$ cat src/rtl/wb_uart_rx_pkg.sv
// Shared register map, STATUS/CONTROL bit positions and bus FSM states for the UART RX FIFO slave.
package wb_uart_rx_pkg;

   localparam logic [1:0] REG_DATA    = 2'd0;
   localparam logic [1:0] REG_STATUS  = 2'd1;
   localparam logic [1:0] REG_CONTROL = 2'd2;
   localparam logic [1:0] REG_RSVD    = 2'd3;

   localparam int STAT_NOT_EMPTY = 0;
   localparam int STAT_FULL      = 1;
   localparam int STAT_OVERRUN   = 2;
   localparam int STAT_COUNT_LSB = 8;

   localparam int CTRL_CLR_OVERRUN = 0;
   localparam int CTRL_FLUSH       = 1;

   typedef enum logic {
      IDLE = 1'b0,
      ACK  = 1'b1
   } wb_state_t;

endpackage

$ cat src/rtl/wb_uart_rx_fifo.sv
// Synchronous FIFO with combinational head, flush and fill count; 1-cycle push-to-visible latency.
// Push while full is accepted only with a same-cycle pop; otherwise the caller sees it dropped.
module wb_uart_rx_fifo #(
   parameter int DATA_W = 8,
   parameter int DEPTH  = 16,
   parameter int CNT_W  = $clog2(DEPTH) + 1
) (
   input  logic              clk_i,
   input  logic              rst_i,
   input  logic              push,
   input  logic [DATA_W-1:0] push_dat,
   input  logic              pop,
   input  logic              flush,
   output logic              full,
   output logic              empty,
   output logic [CNT_W-1:0]  count,
   output logic [DATA_W-1:0] head
);

   localparam int PTR_W = $clog2(DEPTH);

   logic [DATA_W-1:0] mem [DEPTH];
   logic [PTR_W-1:0]  wr_ptr;
   logic [PTR_W-1:0]  rd_ptr;
   logic              pop_ok;
   logic              push_ok;

   assign full    = (count == CNT_W'(DEPTH));
   assign empty   = (count == '0);
   assign head    = mem[rd_ptr];
   assign pop_ok  = pop && !empty;
   assign push_ok = push && (!full || pop_ok);

   always_ff @(posedge clk_i) begin
      if (push_ok) begin
         mem[wr_ptr] <= push_dat;
      end
   end

   // Flush overrides any same-cycle push or pop.
   always_ff @(posedge clk_i) begin
      if (rst_i || flush) begin
         wr_ptr <= '0;
         rd_ptr <= '0;
         count  <= '0;
      end else begin
         if (push_ok) begin
            wr_ptr <= wr_ptr + PTR_W'(1);
         end
         if (pop_ok) begin
            rd_ptr <= rd_ptr + PTR_W'(1);
         end
         case ({push_ok, pop_ok})
            2'b10:   count <= count + CNT_W'(1);
            2'b01:   count <= count - CNT_W'(1);
            default: count <= count;
         endcase
      end
   end

endmodule

$ cat src/rtl/wishbone_uart_rx_fifo_slave.sv
// Wishbone classic slave exposing a UART RX FIFO as DATA/STATUS/CONTROL; ack one cycle after request.
// No bus stalls; RX characters arriving while full are dropped and flagged; WB_UART_RX_IRQ_EN adds irq_o.
import wb_uart_rx_pkg::*;

module wishbone_uart_rx_fifo_slave #(
   parameter int DATA_W = 8,
   parameter int DEPTH  = 16,
   parameter int CNT_W  = $clog2(DEPTH) + 1
) (
   input  logic              clk_i,
   input  logic              rst_i,
   input  logic [31:0]       addr_i,
   input  logic              we_i,
   input  logic [31:0]       data_i,
   input  logic              cyc_i,
   input  logic              stb_i,
   output logic [31:0]       data_o,
   output logic              ack_o,
   input  logic [DATA_W-1:0] rx_data_i,
   input  logic              rx_valid_i
`ifdef WB_UART_RX_IRQ_EN
   ,
   output logic              irq_o
`endif
);

   wb_state_t         state_q;
   wb_state_t         state_d;
   logic              req;
   logic              pop;
   logic              ctrl_wr;
   logic              flush;
   logic              clr_ovr;
   logic              ovr_set;
   logic              overrun_q;
   logic              full;
   logic              empty;
   logic [CNT_W-1:0]  count;
   logic [DATA_W-1:0] head;
   logic [31:0]       rd_data;
   logic              unused_bits;

   assign unused_bits = ^{addr_i[31:4], addr_i[1:0], data_i[31:2]};

   always_comb begin
      state_d = state_q;
      req     = 1'b0;
      case (state_q)
         IDLE: begin
            if (cyc_i && stb_i) begin
               state_d = ACK;
               req     = 1'b1;
            end
         end
         ACK:     state_d = IDLE;
         default: state_d = IDLE;
      endcase
   end

   assign pop     = req && !we_i && (addr_i[3:2] == REG_DATA) && !empty;
   assign ctrl_wr = req && we_i && (addr_i[3:2] == REG_CONTROL);
   assign flush   = ctrl_wr && data_i[CTRL_FLUSH];
   assign clr_ovr = ctrl_wr && data_i[CTRL_CLR_OVERRUN];
   // A same-cycle pop makes room, and a flush discards the character anyway.
   assign ovr_set = rx_valid_i && full && !pop && !flush;

   always_comb begin
      rd_data = '0;
      if (!we_i) begin
         case (addr_i[3:2])
            REG_DATA: begin
               if (!empty) begin
                  rd_data[DATA_W-1:0] = head;
               end
            end
            REG_STATUS: begin
               rd_data[STAT_NOT_EMPTY]            = !empty;
               rd_data[STAT_FULL]                 = full;
               rd_data[STAT_OVERRUN]              = overrun_q;
               rd_data[STAT_COUNT_LSB +: CNT_W]   = count;
            end
            REG_CONTROL, REG_RSVD: rd_data = '0;
            default:               rd_data = '0;
         endcase
      end
   end

   always_ff @(posedge clk_i) begin
      if (rst_i) begin
         state_q   <= IDLE;
         data_o    <= '0;
         overrun_q <= 1'b0;
      end else begin
         state_q <= state_d;
         if (req) begin
            data_o <= rd_data;
         end
         if (ovr_set) begin
            overrun_q <= 1'b1;
         end else if (clr_ovr) begin
            overrun_q <= 1'b0;
         end
      end
   end

   assign ack_o = (state_q == ACK);

`ifdef WB_UART_RX_IRQ_EN
   always_ff @(posedge clk_i) begin
      if (rst_i) begin
         irq_o <= 1'b0;
      end else begin
         irq_o <= !empty || overrun_q;
      end
   end
`endif

   wb_uart_rx_fifo #(
      .DATA_W (DATA_W),
      .DEPTH  (DEPTH),
      .CNT_W  (CNT_W)
   ) u_fifo (
      .clk_i    (clk_i),
      .rst_i    (rst_i),
      .push     (rx_valid_i),
      .push_dat (rx_data_i),
      .pop      (pop),
      .flush    (flush),
      .full     (full),
      .empty    (empty),
      .count    (count),
      .head     (head)
   );

endmodule

$ cat config.mk
export PLATFORM = sky130hd
export DESIGN_NAME = wishbone_uart_rx_fifo_slave
export DESIGN_NICKNAME = d
export VERILOG_FILES = /design/src/rtl/wb_uart_rx_pkg.sv /design/src/rtl/wb_uart_rx_fifo.sv /design/src/rtl/wishbone_uart_rx_fifo_slave.sv
export SDC_FILE = /design/constraint.sdc
export NUM_CORES = 1
export LEC_CHECK = 0
export BUFFER_PORTS_ARGS = -buffer_cell sky130_fd_sc_hd__buf_2
export CORE_ASPECT_RATIO = 2
export CORE_MARGIN = 10
export CORE_UTILIZATION = 50
export CTS_CLUSTER_DIAMETER = 50
export DETAILED_ROUTE_END_ITERATION = 12
export PLACE_DENSITY = 0.71
export RECOVER_POWER = 100
export SKIP_LAST_GASP = 1
export SYNTH_ARGS = -nofsm -noshare
export SYNTH_HDL_FRONTEND = slang
export SYNTH_SLANG_ARGS = --single-unit
$ cat constraint.sdc
create_clock -name clk_i -period 3.1 [get_ports clk_i]
set_input_delay 0.155 -clock clk_i [delete_from_list [all_inputs] [get_ports clk_i]]
set_output_delay 0.155 -clock clk_i [all_outputs]
set_load 0.05 [all_outputs]
Word-level counts from Yosys, hierarchy flattened
Memory sizes are Yosys's and may differ from the RTL's. A register that Yosys moved wholly into a read port is not among the register bits.
Index checks and enable logic that the tools add are counted.

storage, ports and cells
  bits in registers = 47
  memory bits (writable) = 128
  input port bits = 78
  output and inout port bits = 33
  memories = 1

operators by class
  add/sub/neg operators = 4
  equality and inequality tests = 6
  muxes and demuxes = 15
  bitwise operators = 1
  reductions and logical operators = 25

memory list
  name        words  bits a word  read ports  clocked after memory_dff  write ports  line                   RTL
  u_fifo.mem  16     8            1           1                         1            wb_uart_rx_fifo.sv:22  logic [DATA_W-1:0] mem [DEPTH];

operators with widths
  kind                 count
  $logic_and 1x1->1    13
  $mux 13              1
  $mux 5               2
  $pmux 5 s2           1
  $pmux 3 s3           1
  $add 4x1->4 const B  2
  $mux 4               2
  $mux 8               1
  $eq 2x2->1 const B   3
  $mux 1               6
  $add 5x1->5 const B  1
  $eq 5x5->1 const B   1
  $logic_not 1->1      5
  $logic_not 5->1      1
  $sub 5x1->5 const B  1
  $eq 2x1->1 const B   2
  $reduce_bool 2->1    2
  $logic_not 2->1      1
  $logic_or 1x1->1     2
  $pmux 1 s2           1
  $reduce_or 2->1      1
  $not 1->1            1

Depth between registers and ports, before layout
  depth in word-level cells = 11
  depth in mapped cells = 9
  mapped depth without buffers = 8

Modules after synthesis
A second synthesis with hierarchy kept.

second synthesis, totals
  cells, all modules = 418
  area total of the unflattened synthesis = 6,656.4 um2

by module, submodules not included
  module                       instances  cells each  area an instance (um2)  sequential area each (um2)
  wb_uart_rx_fifo              1          331         5,881.9                 4,184.0
  wishbone_uart_rx_fifo_slave  1          87          774.5                   300.3

Worst setup path after synthesis
Ideal clock, no wire load.

  kind = register -> register
  from = reg state_q, in the netlist ack_o
  to = mem u_fifo.mem[2][0] (enable)
  setup time = 0.395 ns
  arrival = 2.226 ns
  required time = 2.705 ns
  setup slack = 0.480 ns
  cell stages (with the launch flop) = 5
  clock period less this slack = 2.620 ns
  path through = dfxtp_1 nand4bb_4 o211ai_1 nand2_1 nor4_1

between the ends
  word-level cells in the longest chain between the ends = 9

RTL lines
  element                          line                               RTL
  from (decl)                      wishbone_uart_rx_fifo_slave.sv:27  wb_state_t state_q;
  from (signal assigned)           wishbone_uart_rx_fifo_slave.sv:94  state_q <= state_d;
  $mux 1                           wishbone_uart_rx_fifo_slave.sv:48  case (state_q)
  $logic_and 1x1->1 (3 in series)  wishbone_uart_rx_fifo_slave.sv:60  assign pop = req && !we_i && (addr_i[3:2] == REG_DATA) && !empty;
  $logic_and 1x1->1                wb_uart_rx_fifo.sv:31              assign pop_ok = pop && !empty;
  $logic_or 1x1->1                 wb_uart_rx_fifo.sv:32              assign push_ok = push && (!full || pop_ok);
  $logic_and 1x1->1                wb_uart_rx_fifo.sv:32
  $mux 1                           wb_uart_rx_fifo.sv:35              if (push_ok) begin
  $mux 1 (implied by the code)     wb_uart_rx_fifo.sv:36              mem[wr_ptr] <= push_dat;
  to (decl)                        wb_uart_rx_fifo.sv:22

Every way passes these cells.

Final worst setup path
  from = reg u_fifo.count[1]
  to = reg u_fifo.count[4]

between the ends
  word-level cells in the longest chain between the ends = 8
  elaborated cells on any way between the ends = 14
  classes of those cells = add/sub: 2; eq/ne: 3; mux: 1; reduce/logical: 8

RTL lines
  element                                                 line                                                      RTL
  from (decl)                                             wb_uart_rx_fifo.sv:16                                     output logic [CNT_W-1:0] count,
  from (signal assigned)                                  wb_uart_rx_fifo.sv:54                                     2'b10: count <= count + CNT_W'(1);
  from (signal assigned)                                  wb_uart_rx_fifo.sv:55                                     2'b01: count <= count - CNT_W'(1);
  from (signal assigned)                                  wb_uart_rx_fifo.sv:56                                     default: count <= count;
  $logic_not 5->1                                         wb_uart_rx_fifo.sv:29                                     assign empty = (count == '0);
  $logic_not 1->1                                         wb_uart_rx_fifo.sv:31, wishbone_uart_rx_fifo_slave.sv:60
  $logic_and 1x1->1                                       wishbone_uart_rx_fifo_slave.sv:60
  $logic_and 1x1->1                                       wb_uart_rx_fifo.sv:31
  $logic_or 1x1->1                                        wb_uart_rx_fifo.sv:32
  $logic_and 1x1->1                                       wb_uart_rx_fifo.sv:32
  $eq 2x1->1 / $eq 2x2->1 (equally long branches)         wb_uart_rx_fifo.sv:53                                     case ({push_ok, pop_ok})
  $pmux 5 s2 / $reduce_bool 2->1 (equally long branches)  --

Several ways; a longest one is shown, not always the timed one.
A chain may end at the register's enable or synchronous reset.

==> reports/qor.yml <==
place:
  numPortBuffers: 31
  gp_congestion: 0.8051
  place_ws_ns: 0.7222
  hpwl_mm: 9.520
sta:
  finalHoldViolations: 0
  maxSlewHeadroom_pct: 36.63
  finalCritPeriodShare_pct: 85.13
  worst_slack_ns: 0.4609
  rsz0062_at_grt: "false"
  fin_skew_ns: 0.007885
  tightest_slew_ns: 0.9448
  fmax_mhz: 378.9
  whs_ns: 0.08105
  setup_viol: 0
  fin_tns_setup_ns: 0
  slew_violations: 0
  fin_crit_ns: 2.639
routing:
  postRouteAntennaNets: 0
  routed_wl_mm: 14.09
  vias: 3652
  drtIter0Drc: 258
  drc: 0
  vias_per_cell: 5.948
  wl_per_cell_um: 22.95
  drt-pass1-iter-count: 6
cts:
  cts_tree: "done"
  cts_buffers: 17
  clock-sinks: 160
  htree_levels: 4
  clock_path_buffers: 2
  ctsHoldBuffers: 0
  cts_resized: 0
  insertion_delay_ns: 0.42
  post_cts_buffers: 0
  root_buffer: "clkbuf_16"
  clk_pin_slew_ns: 0.06
global_route:
  grt_max_degree: 23
  grt_pass1_wl_mm: 21.96
  first_global_vias: 3887
  grt_overflow: 0
  grt_usage_pct: 15.85
  antenna_found_initial: 0
worst_hold_path:
  min_path_type: "input port to flop"
  hold_start: "rst_i"
power_and_ir_drop:
  ir_drop_uv: 438.8
  fin_total_pwr_mw: 4.590
  leakagePower_nw: 2.353
  p_per_area_nw_per_um2: 630.6
layout:
  layout.nets: 533
  drive_gt1_share_pct: 16.23
  diodes: 0
  area_growth_pct: 11.03
floorplanning:
  fp.coreArea_um2: 12920
  die_area_um2: 18370
  rows: 59
  ios: 111
  die_y_um: 181.9
  initial_core_util_pct: 50.74
  die_width_um: 101.0
worst_setup_path:
  critPathCaptureType: "flop"
  crit_chain: "nor4_4 -> a2111oi_0 -> clkbuf_1 -> xor2_1 -> ha_1 -> nor4_1 -> mux2i_1 -> or3_1 -> a21oi_1"
  crit_type: "flop to flop"
  slowest_stage: "dfxtp_1"
  startpoint_type: "flop"
  crit_path_max_incr_delay_ns: 0.52
  cp.required_ns: 3.44
  worstPathMaxFanout: 9
  r2r-start: "u_fifo.count[1]$_SDFFE_PP0P_"
  cp.arrival_ns: 2.98
  crit_start: "u_fifo.count[1]$_SDFFE_PP0P_"
synthesis:
  async_reset_ff_share_pct: 0
  yosysWarnings: 0
  netlist-cell-type-count: 53
  ys_seq_area_share_pct: 68.41
  netlist_instances: 400
  avgSynthCellArea_um2: 16.39
  synth_seq_cells: 160
  synthFlopType: "edfxtp_1"
  synth_edf_count: 128
  syn_area_um2: 6555
flow_run:
  max-cap-violations: 0
status:
  status: "finished clean"
[per-stage QoR]
stage	instance area [um^2]	util, %	cells
floorplan	6623	-	418
CTS	7427	57.49	614
global placement	6903	53.43	582
global route	7278	56.34	614
detailed placement	6903	53.43	582
finish	7278	56.34	614
[critical path, delay by kind of cell, from the launching register on]
kind                       cells  cell delay, ns
muxes                          1            0.14
buffers and inverters          1            0.35
DFF                            1            0.52
AOI/OAI and AO/OA              2            0.58
xor gates and xnor gates       1            0.12
and+or+nand+nor                3            0.61
adders and majority gates      1            0.24
[where the power goes]
| part | internal [mW] | switching [mW] | leakage (nW) |
|---|---|---|---|
| combinational | 0.119 | 0.229 | 0.692 |
| clock | 1.02 | 0.815 | 0.246 |
| sequential | 2.36 | 0.0495 | 1.42 |
[synth_stat cells (all sizes together), types with 3 or more instances]
cell	count	share of area, %
a22oi	17	1.9
dfxtp	32	9.8
a21oi	6	0.46
mux4	28	9.6
ha	6	1.1
nand3	5	0.38
nor2b	7	0.67
a22o	6	0.80
and2	10	0.95
and3	3	0.29
edfxtp	128	59
buf	27	2.9
a2111oi	4	0.82
xor2	5	0.67
mux2	4	0.69
inv	9	0.52
nor2	27	1.6
mux2i	9	1.4
clkbuf	11	0.65
nor4	8	0.99
o21ai	5	0.38
or3	4	0.38
nand2	9	0.52
[cell usage in the layout, fill, tap and decap left out, drive strengths merged, types with 3 or more instances in the layout]
cell,count
and2,10
nor2,27
inv,10
clkinvlp,3
a2111oi,4
a22o,6
mux2i,9
nor2b,7
xor2,5
conb,19
edfxtp,128
mux4,28
nor4,8
nand3,5
buf,12
dfxtp,32
and3,3
nand2,9
o21ai,5
clkinv,9
or3,4
a22oi,17
a21oi,6
ha,6
mux2,4
clkbuf,57
[state kept, by name, summed over array words and instances, names as in the netlist, named ones only]
signal         count
overrun_q          1
data_o            13
u_fifo.rd_ptr      4
u_fifo.mem       128
ack_o              1
u_fifo.count       5
u_fifo.wr_ptr      4
[final timing paths]
| check | slack (ns) | depth (start not counted) | end |
|---|---|---|---|
| worst max-delay path | 0.46 | 9 | u_fifo.count[4]$_SDFFE_PP0P_ |
| worst max register to register | 0.46 | 9 | u_fifo.count[4]$_SDFFE_PP0P_ |
| worst min register to register | 0.47 | 1 | data_o[7]$_SDFFE_PP0N_ |
| worst min-delay path | 0.08 | 2 | data_o[9]$_SDFFE_PP0N_ |
[cells by family after synthesis]
kind of cell    Yosys count  share of synthesized area [%]
other cells               1                        0.05721
xor+xnor                  7                         0.9353
simple gates             87                          7.578
compound gates           51                          6.108
fa+ha+maj                 6                          1.145
flops                   160                          68.41
buf+inv                  47                          4.085
mux                      41                          11.68
[cell type report]
cell class	count	area, um^2
Fill cell	1020	5640
Sequential cell	160	4486
Multi-Input combinational cell	211	1834
Clock buffer	19	432.9
Timing Repair Buffer	50	210.2
Tap cell	152	190.2
Clock inverter	13	91.34
Inverter	9	33.78
[metal layers]
metal	track usage, %	share of wire (%)	vias to the layer above
met5	0	0	-
met4	8.571	3.8	0
met3	3.764	4.8	35
met2	28.32	55	117
met1	16.25	36	1872
li1	-	-	1628
No activity file was read; power rests on OpenSTA's default activity.
